### config.mk
export PLATFORM = sky130hd
export DESIGN_NAME = gun_pos_ctrl_flat
export DESIGN_NICKNAME = d
export VERILOG_FILES = /design/src/rtl/gun_pos_ctrl_if.sv /design/src/rtl/gun_pos_ctrl.sv /design/src/flat_wrapper.sv
export SDC_FILE = /design/constraint.sdc
export NUM_CORES = 1
export LEC_CHECK = 0
export ABC_AREA = 1
export ABC_CLOCK_PERIOD_IN_PS = 1900
export CORE_MARGIN = 2
export CORE_UTILIZATION = 30
export DETAILED_ROUTE_END_ITERATION = 10
export GPL_TIMING_DRIVEN = 0
export HOLD_SLACK_MARGIN = 0.15
export PLACE_DENSITY = 0.48
export SETUP_SLACK_MARGIN = 0.1
export SYNTH_ARGS = -nofsm -noshare
export SYNTH_HDL_FRONTEND = slang
export SYNTH_SLANG_ARGS = --single-unit
export TNS_END_PERCENT = 1
### constraint.sdc
create_clock -name clock_12 -period 1.9 [get_ports clock_12]
set_clock_uncertainty 0.2 [all_clocks]
set_input_delay 0.285 -clock clock_12 [delete_from_list [all_inputs] [get_ports clock_12]]
set_output_delay 0.285 -clock clock_12 [all_outputs]
set_load 0.02 [all_outputs]
### src/rtl/gun_pos_ctrl_if.sv
// Joystick-to-gun-position bus between the joystick decode and gun_pos_ctrl.
// Carries cnt_4ms, the four directions, recenter, and the position/step outputs.
interface gun_pos_ctrl_if;
    logic       cnt_4ms;
    logic       left;
    logic       right;
    logic       up;
    logic       down;
    logic       recenter;
    logic [5:0] gun_h;
    logic [5:0] gun_v;
    logic       step_h;
    logic       step_v;

    modport master (
        output cnt_4ms, left, right, up, down, recenter,
        input  gun_h, gun_v, step_h, step_v
    );

    modport slave (
        input  cnt_4ms, left, right, up, down, recenter,
        output gun_h, gun_v, step_h, step_v
    );
endinterface

### src/rtl/gun_pos_ctrl.sv
// Gun-position controller: turns joystick directions into 6-bit gun_h/gun_v.
// Ports: clock_12, reset_n (sync, active-low), bus (slave: cnt_4ms, left,
// right, up, down, recenter in; gun_h, gun_v, step_h, step_v out).
module gun_pos_ctrl #(
    parameter int MAX_POS     = 62,
    parameter int CENTER      = 31,
    parameter int SLOW_DIV    = 4,
    parameter int ACCEL_TICKS = 32
) (
    input  logic          clock_12,
    input  logic          reset_n,
    gun_pos_ctrl_if.slave bus
);

    localparam logic [1:0] DIR_NONE = 2'd0;
    localparam logic [1:0] DIR_POS  = 2'd1;
    localparam logic [1:0] DIR_NEG  = 2'd2;

    localparam logic [5:0] MAX6     = 6'(MAX_POS);
    localparam logic [5:0] CTR6     = 6'(CENTER);
    localparam logic [5:0] ACC6     = 6'(ACCEL_TICKS);
    localparam logic [5:0] DIV_LAST = 6'(SLOW_DIV - 1);

    typedef struct packed {
        logic [1:0] dir;
        logic [5:0] hold;
        logic [5:0] div;
        logic [5:0] pos;
        logic       step;
    } axis_t;

    localparam axis_t AXIS_CTR = '{
        dir:  DIR_NONE,
        hold: 6'd0,
        div:  6'd0,
        pos:  CTR6,
        step: 1'b0
    };

    // One tick of one axis. inc/dec are the +1/-1 joystick inputs.
    function automatic axis_t axis_next(axis_t cur, logic inc, logic dec);
        axis_t      nx;
        logic [1:0] req;
        logic       mv;
        nx      = cur;
        nx.step = 1'b0;
        mv      = 1'b0;
        unique case (1'b1)
            inc & ~dec: req = DIR_POS;
            dec & ~inc: req = DIR_NEG;
            default:    req = DIR_NONE;
        endcase
        if (req == DIR_NONE) begin
            nx.dir  = DIR_NONE;
            nx.hold = 6'd0;
            nx.div  = 6'd0;
        end else if (req != cur.dir) begin
            // New press or reversal moves at once and restarts cadence.
            mv      = 1'b1;
            nx.dir  = req;
            nx.hold = 6'd1;
            nx.div  = 6'd0;
        end else begin
            if (cur.hold < ACC6) begin
                nx.hold = cur.hold + 6'd1;
            end
            if (cur.hold >= ACC6) begin
                mv = 1'b1;
            end else if (cur.div == DIV_LAST) begin
                mv     = 1'b1;
                nx.div = 6'd0;
            end else begin
                nx.div = cur.div + 6'd1;
            end
        end
        // Saturated moves keep the counters advancing but report no step.
        if (mv && req == DIR_POS && cur.pos != MAX6) begin
            nx.pos  = cur.pos + 6'd1;
            nx.step = 1'b1;
        end else if (mv && req == DIR_NEG && cur.pos != 6'd0) begin
            nx.pos  = cur.pos - 6'd1;
            nx.step = 1'b1;
        end
        return nx;
    endfunction

    logic  cnt_r_q;
    axis_t h_q;
    axis_t h_d;
    axis_t v_q;
    axis_t v_d;
    logic  tick;

    assign tick = bus.cnt_4ms & ~cnt_r_q;

    always_comb begin
        h_d      = h_q;
        v_d      = v_q;
        h_d.step = 1'b0;
        v_d.step = 1'b0;
        if (bus.recenter) begin
            h_d = AXIS_CTR;
            v_d = AXIS_CTR;
        end else if (tick) begin
            h_d = axis_next(h_q, bus.right, bus.left);
            v_d = axis_next(v_q, bus.down, bus.up);
        end
    end

    always_ff @(posedge clock_12) begin
        if (!reset_n) begin
            cnt_r_q <= 1'b0;
            h_q     <= AXIS_CTR;
            v_q     <= AXIS_CTR;
        end else begin
            cnt_r_q <= bus.cnt_4ms;
            h_q     <= h_d;
            v_q     <= v_d;
        end
    end

    assign bus.gun_h  = h_q.pos;
    assign bus.gun_v  = v_q.pos;
    assign bus.step_h = h_q.step;
    assign bus.step_v = v_q.step;

endmodule
### src/flat_wrapper.sv
// flat-port wrapper written by rule: the top's interface ports become plain ports
module gun_pos_ctrl_flat 
#(
    parameter int MAX_POS     = 62,
    parameter int CENTER      = 31,
    parameter int SLOW_DIV    = 4,
    parameter int ACCEL_TICKS = 32
)
  (clock_12, reset_n, bus_cnt_4ms, bus_left, bus_right, bus_up, bus_down, bus_recenter, bus_gun_h, bus_gun_v, bus_step_h, bus_step_v);
  gun_pos_ctrl_if bus_i ();
  input  logic clock_12;
  input  logic reset_n;
  input wire logic [$bits(bus_i.cnt_4ms)-1:0] bus_cnt_4ms;
  input wire logic [$bits(bus_i.left)-1:0] bus_left;
  input wire logic [$bits(bus_i.right)-1:0] bus_right;
  input wire logic [$bits(bus_i.up)-1:0] bus_up;
  input wire logic [$bits(bus_i.down)-1:0] bus_down;
  input wire logic [$bits(bus_i.recenter)-1:0] bus_recenter;
  output wire logic [$bits(bus_i.gun_h)-1:0] bus_gun_h;
  output wire logic [$bits(bus_i.gun_v)-1:0] bus_gun_v;
  output wire logic [$bits(bus_i.step_h)-1:0] bus_step_h;
  output wire logic [$bits(bus_i.step_v)-1:0] bus_step_v;
  assign bus_i.cnt_4ms = bus_cnt_4ms;
  assign bus_i.left = bus_left;
  assign bus_i.right = bus_right;
  assign bus_i.up = bus_up;
  assign bus_i.down = bus_down;
  assign bus_i.recenter = bus_recenter;
  assign bus_gun_h = bus_i.gun_h;
  assign bus_gun_v = bus_i.gun_v;
  assign bus_step_h = bus_i.step_h;
  assign bus_step_v = bus_i.step_v;
  gun_pos_ctrl #(.MAX_POS(MAX_POS), .CENTER(CENTER), .SLOW_DIV(SLOW_DIV), .ACCEL_TICKS(ACCEL_TICKS)) u_core (.clock_12(clock_12), .reset_n(reset_n), .bus(bus_i));
endmodule
Yosys cells after proc, flatten, opt, wreduce, memory -nomap -nowiden. Cells that the tools add are included.

Register bits: 43. Word-level logic and storage cells: 109.

$add $sub $neg: 8. Order comparisons: 4. Eq/ne operators: 12. Multiplexer cells: 34. Bitwise logic cells: 12. Reductions and logical operators: 28.

Operator list (count): $add A6 B1 Y6 const B (6); $mux W6 (6); $mux W14 (2); $mux W7 (4); $mux W12 (2); $reduce_and A2 Y1 (8); $eq A6 B2 Y1 const B (2); $ge A6 B6 Y1 const B (2); $lt A6 B6 Y1 const B (2); $mux W1 (12); $mux W2 (6); $ne A6 B6 Y1 const B (2); $reduce_bool A6 Y1 (2); $sub A6 B1 Y6 const B (2); $logic_and A1 B1 Y1 (8); $pmux W2 S2 (2); $reduce_bool A2 Y1 (4); $not A1 Y1 (7); $ne A3 B1 Y1 const B (2); $reduce_bool A3 Y1 (2); $and A1 B1 Y1 (5); $eq A2 B1 Y1 const B (2); $eq A2 B2 Y1 const B (2); $logic_not A2 Y1 (2); other kinds (3) (4).

Longest topological paths before layout.
Depth in word-level cells: 14. Mapped depth: 14. Mapped depth without buffers: 14.

Least setup slack after synthesis. No wires, ideal clock.

Path kind: reg2reg. From: reg u_core.h_q, in the netlist u_core.bus.gun_h[0]. To: reg u_core.h_q, in the netlist u_core.bus.gun_h[2]. Arrival time: 1.406 ns. Setup slack: 0.176 ns. Cell stages (with the launch flop): 11. Path buffers: 0. Cells stage by stage: dfxtp_1 -> inv_1 -> ha_1 -> nand3_1 -> o21ai_1 -> inv_1 -> nand3_1 -> nand2_1 -> nand3_2 -> o21ai_0 -> nand2_1.

Longest elaborated chain between the ends: 4. Elaborated cells between the ends (all ways): 10. Those cells by class: add/sub (2); eq/ne (1); mux (2); reduce/logical (5).

Ends and longest elaborated chain: from (decl) (line gun_pos_ctrl.sv:88) `axis_t h_q;`; from (signal assigned) (line gun_pos_ctrl.sv:113) `h_q <= AXIS_CTR;`; from (signal assigned) (line gun_pos_ctrl.sv:117) `h_q <= h_d;`; branches (longest 4 deep; another with $sub A6 B1 Y6).

Parallel ways; which one is timed is not known. The select of a mux whose other input is x is not followed. A chain may end at the register's enable or synchronous reset.

Worst setup path in the final report.
From: in bus_up. To: reg u_core.v_q[17] in the netlist's numbering.

Longest elaborated chain between the ends: 8. Elaborated cells between the ends (all ways): 12. Those cells by class: eq/ne (1); mux (5); bitwise (3); reduce/logical (3).

Ends and longest elaborated chain: from (decl) (line flat_wrapper.sv:16) `input wire logic [$bits(bus_i.up)-1:0] bus_up;`; $not A1 Y1 (line gun_pos_ctrl.sv:49) `inc & ~dec: req = DIR_POS;`; $and A1 B1 Y1 (line gun_pos_ctrl.sv:49); $pmux W2 S2 (*) (line gun_pos_ctrl.sv:48) `unique case (1'b1)`; $mux W2 (*) (line gun_pos_ctrl.sv:104) `end else if (tick) begin`; $mux W2 (*) (line gun_pos_ctrl.sv:101) `if (bus.recenter) begin`; $ne A2 B2 Y1 or $logic_not A2 Y1 (tied branches) (line gun_pos_ctrl.sv:57, gun_pos_ctrl.sv:53); $reduce_bool A3 Y1 (no line) or $mux W12 (tied branches); $reduce_and A2 Y1 (no line) or $mux W14 (tied branches); to (signal assigned) (line gun_pos_ctrl.sv:118) `v_q <= v_d;`; to (decl) (line gun_pos_ctrl.sv:90) `axis_t v_q;`.

Mark *: on every way between the ends. The rest lies on a longest branch, timed or not. The select of a mux whose other input is x is not followed.

==> results by group <==
Worst hold path
  • HP Start: u_core.h_q[14]$_SDFFE_PP0P_
  • Hold path endpoint: u_core.h_q[14]$_SDFFE_PP0P_
  • HP Class: reg2reg
  • Hold depth: 2

Synthesis
  • Synth Net Count: 461
  • Post-synth top area share: 0.287
  • Synth area leader: dfxtp_1
  • Gate Count Post-Synth: 432
  • Synth top area cells: dfxtp_1 29%, nand2_1 14%, ha_1 8.8%
  • Number of synthesized register bits: 43
  • Syn Area/Cell: 6.94 um^2
  • Cell area after synthesis: 0.00300 mm^2
  • Unique cell type count in the Yosys netlist: 33
  • Seq/Total Area, Yosys: 0.287
  • Ys Warns: 0

Run
  • Max cap viols: 0

Die
  • Total die area: 0.0108 mm^2
  • Die height: 104 um
  • Die width: 104 um
  • Floorplan core area: 0.00973 mm^2
  • Core Rows: 36
  • Starting Density: 0.308
  • I/O pins: 22

Clock network
  • CTS Sinks: 43
  • Postcts setup bufs: 0
  • Clk buf depth: 2
  • CTS tree: done
  • Worst-path clk slew: 0.08 ns
  • Clock tree root buffer cell: clkbuf_8
  • CTS buffer count: 5
  • Clk Latency, worst-skew pair: 0.29 ns
  • H-tree lvl count: 2

Critical path
  • Worst EP arrival: 1.75 ns
  • Crit path kind: in2reg
  • Slowest CP cell: dlygate4sd2_1
  • R2R depth: 9
  • Worst Path Required: 1.89 ns
  • CP Launch Type: input pin
  • CP cell instances: dlygate4sd2_1, inv_2, ha_4, inv_2, nand2_1, nand2_2, nor2_4, nand2_2, nand2_4, nand2_4, buf_12, nand3_4, nor2_1, nor2_2, nor2_1
  • Reg2Reg Setup Slack: 0.16 ns
  • End of the worst register-to-register path: u_core.bus.gun_h[4]$_SDFFE_PP1P_
  • WP buf/inv: 4
  • Critical path fanouts, max: 10
  • Worst setup EP type: flip-flop
  • Reg2reg start: u_core.bus.gun_h[0]$_SDFFE_PP1P_
  • Slowest stage delay, CP: 0.27 ns
  • CP top delay family: simple AND/OR/NAND/NOR gates

Placement
  • DP Wirelength: 4730 um
  • I/O Buffers: 21
  • Placed cells: 586
  • Placer Congestion: 0.828

Pwr
  • Tot Pwr: 1950 uW
  • Max IR drop VDD: 0.258 mV
  • Leak: 0.00160 uW
  • PD cells: 533 mW/mm^2

Timing
  • Pins Over Slew Limit: 0
  • Fin crit period: 1.75 ns
  • Worst-margin pin slew: 0.314 ns
  • Final worst path period share: 0.923
  • Slew Limit Headroom: 0.790
  • Final hold violations: 0
  • Final Setup Violations: 0
  • Maximum clock frequency: 570 MHz
  • RSZ-0062 raised after global routing: yes

Cells and area
  • Final Net Count: 489
  • Most common cell after layout, fill and taps aside: nand2_1
  • Final cell count without fillers: 594
  • Fillers: 1073
  • Share of cells above drive strength 1: 0.275
  • Ant diodes: 0
  • Most frequent cells in the layout: 106 x nand2_1, 38 x inv_1, 35 x nor2_1
  • P&R area growth vs syn: 22.2%

GRT
  • First-pass GRT wire length: 11100 um
  • Total Routing Usage GR: 0.122
  • Gr ovfl total: 0
  • Vias in the first global route: 2498
  • Largest net degree at the start of global routing: 14
  • Number of antenna violations at the first check in global routing: 0

Routing
  • Antenna-violating nets left: 0
  • DR WL/cell: 10.7 um
  • # DRC: 0
  • Vias: 2604
  • Total iterations of the first detailed-routing run: 4
  • Vias per Instance: 4.38
  • WL final: 6330 um
  • Initial DRC Count: 81

Outcome
  • Run status: finished clean
-- sequential cells by signal (all words and copies together), names as in the netlist --
register and cells:
u_core.v_q 14, u_core.bus.step_v 1, u_core.cnt_r_q 1, u_core.h_q 14
u_core.bus.step_h 1, u_core.bus.gun_v 6, u_core.bus.gun_h 6
-- per-layer routing --
layer,wire [um],GRT usage
met5,0,0
met1,3170,0.157
met2,2940,0.208
met3,159,0.0207
met4,66,0.0396
-- logic make-up (layout without fill, tap and decap cells) --
family          Yosys count  in the layout  share of synthesized area
fa+ha+maj                21             21                     0.0876
xor+xnor                 23             23                     0.0672
flops                    43             43                      0.287
simple gates            216            216                      0.338
buf+inv                  79            108                      0.123
compound gates           50             50                     0.0972
-- worst min-delay path, delay by kind of cell, from the launching register on --
kind             cells  cell delay [ns]
AO/OA/AOI/OAI        1             0.05
flip-flops           1             0.33
AND/OR/NAND/NOR      1             0.07
-- power breakdown --
part	total [uW]	switching, uW	leakage (uW)	internal [uW]
sequential	931	18.6	0.000347	912
clock	667	335	0.0000505	331
combinational	357	228	0.00120	128
total	1950	582	0.00160	1370
-- Yosys cell counts (all sizes together) --
library cell,number
o21ai,26
nor3,12
nor2,47
dfxtp,43
nor3b,1
a21boi,1
nand3,32
o211ai,2
a21oi,20
clkbuf,2
nand4,6
xor2,17
inv,59
buf,16
xnor2,6
nand2,118
ha,21
clkinv,2
a21o,1
-- through the flow --
stage,TNS (ns),instance area (um^2),hold WS [ns],util,worst slack [ns]
finish,0,3660,0.287,0.377,0.147
global route,0,3660,0.316,0.377,0.0180
CTS,0,3570,0.290,0.367,0.0928
detailed placement,-17.60,3380,0.275,0.347,-0.511
global placement,-16.74,3380,0.269,0.347,-0.500
floorplan,0,3000,0.178,-,0.176
-- worst max-delay path by stage --
stage,start,to,depth (start not counted)
final,bus_up,u_core.v_q[17]$_SDFFE_PP0P_,15
after global routing,bus_cnt_4ms,u_core.v_q[17]$_SDFFE_PP0P_,12
after CTS,u_core.bus.gun_h[0]$_SDFFE_PP1P_,u_core.bus.gun_h[4]$_SDFFE_PP1P_,9
after detailed placement,bus_left,u_core.bus.gun_h[4]$_SDFFE_PP1P_,13
after global placement,bus_right,u_core.bus.gun_h[4]$_SDFFE_PP1P_,13
after floorplan,u_core.bus.gun_h[0]$_SDFFE_PP1P_,u_core.bus.gun_h[2]$_SDFFE_PP1P_,10
-- layout make-up --
cell class                      count  area [um^2]  area share
Sequential cell                    43          883       0.241
Buffer                             18          150      0.0410
Multi-Input combinational cell    310         1950       0.533
Clock inverter                      1         7.51     0.00205
Tap cell                          133          166      0.0454
Clock buffer                        7         96.3      0.0263
Timing Repair Buffer               21          169      0.0461
Inverter                           61          239      0.0652
-- what timing repair did --
item                                    in CTS  in global routing
hold endpoints to repair                     0                  0
hold buffers                                 0                  0
gates cloned                                 0                  0
pin swaps                                    7                  9
endpoints found under the setup margin      53                 37
gates resized for setup                     59                 38
(Power assumes the default switching activity.)
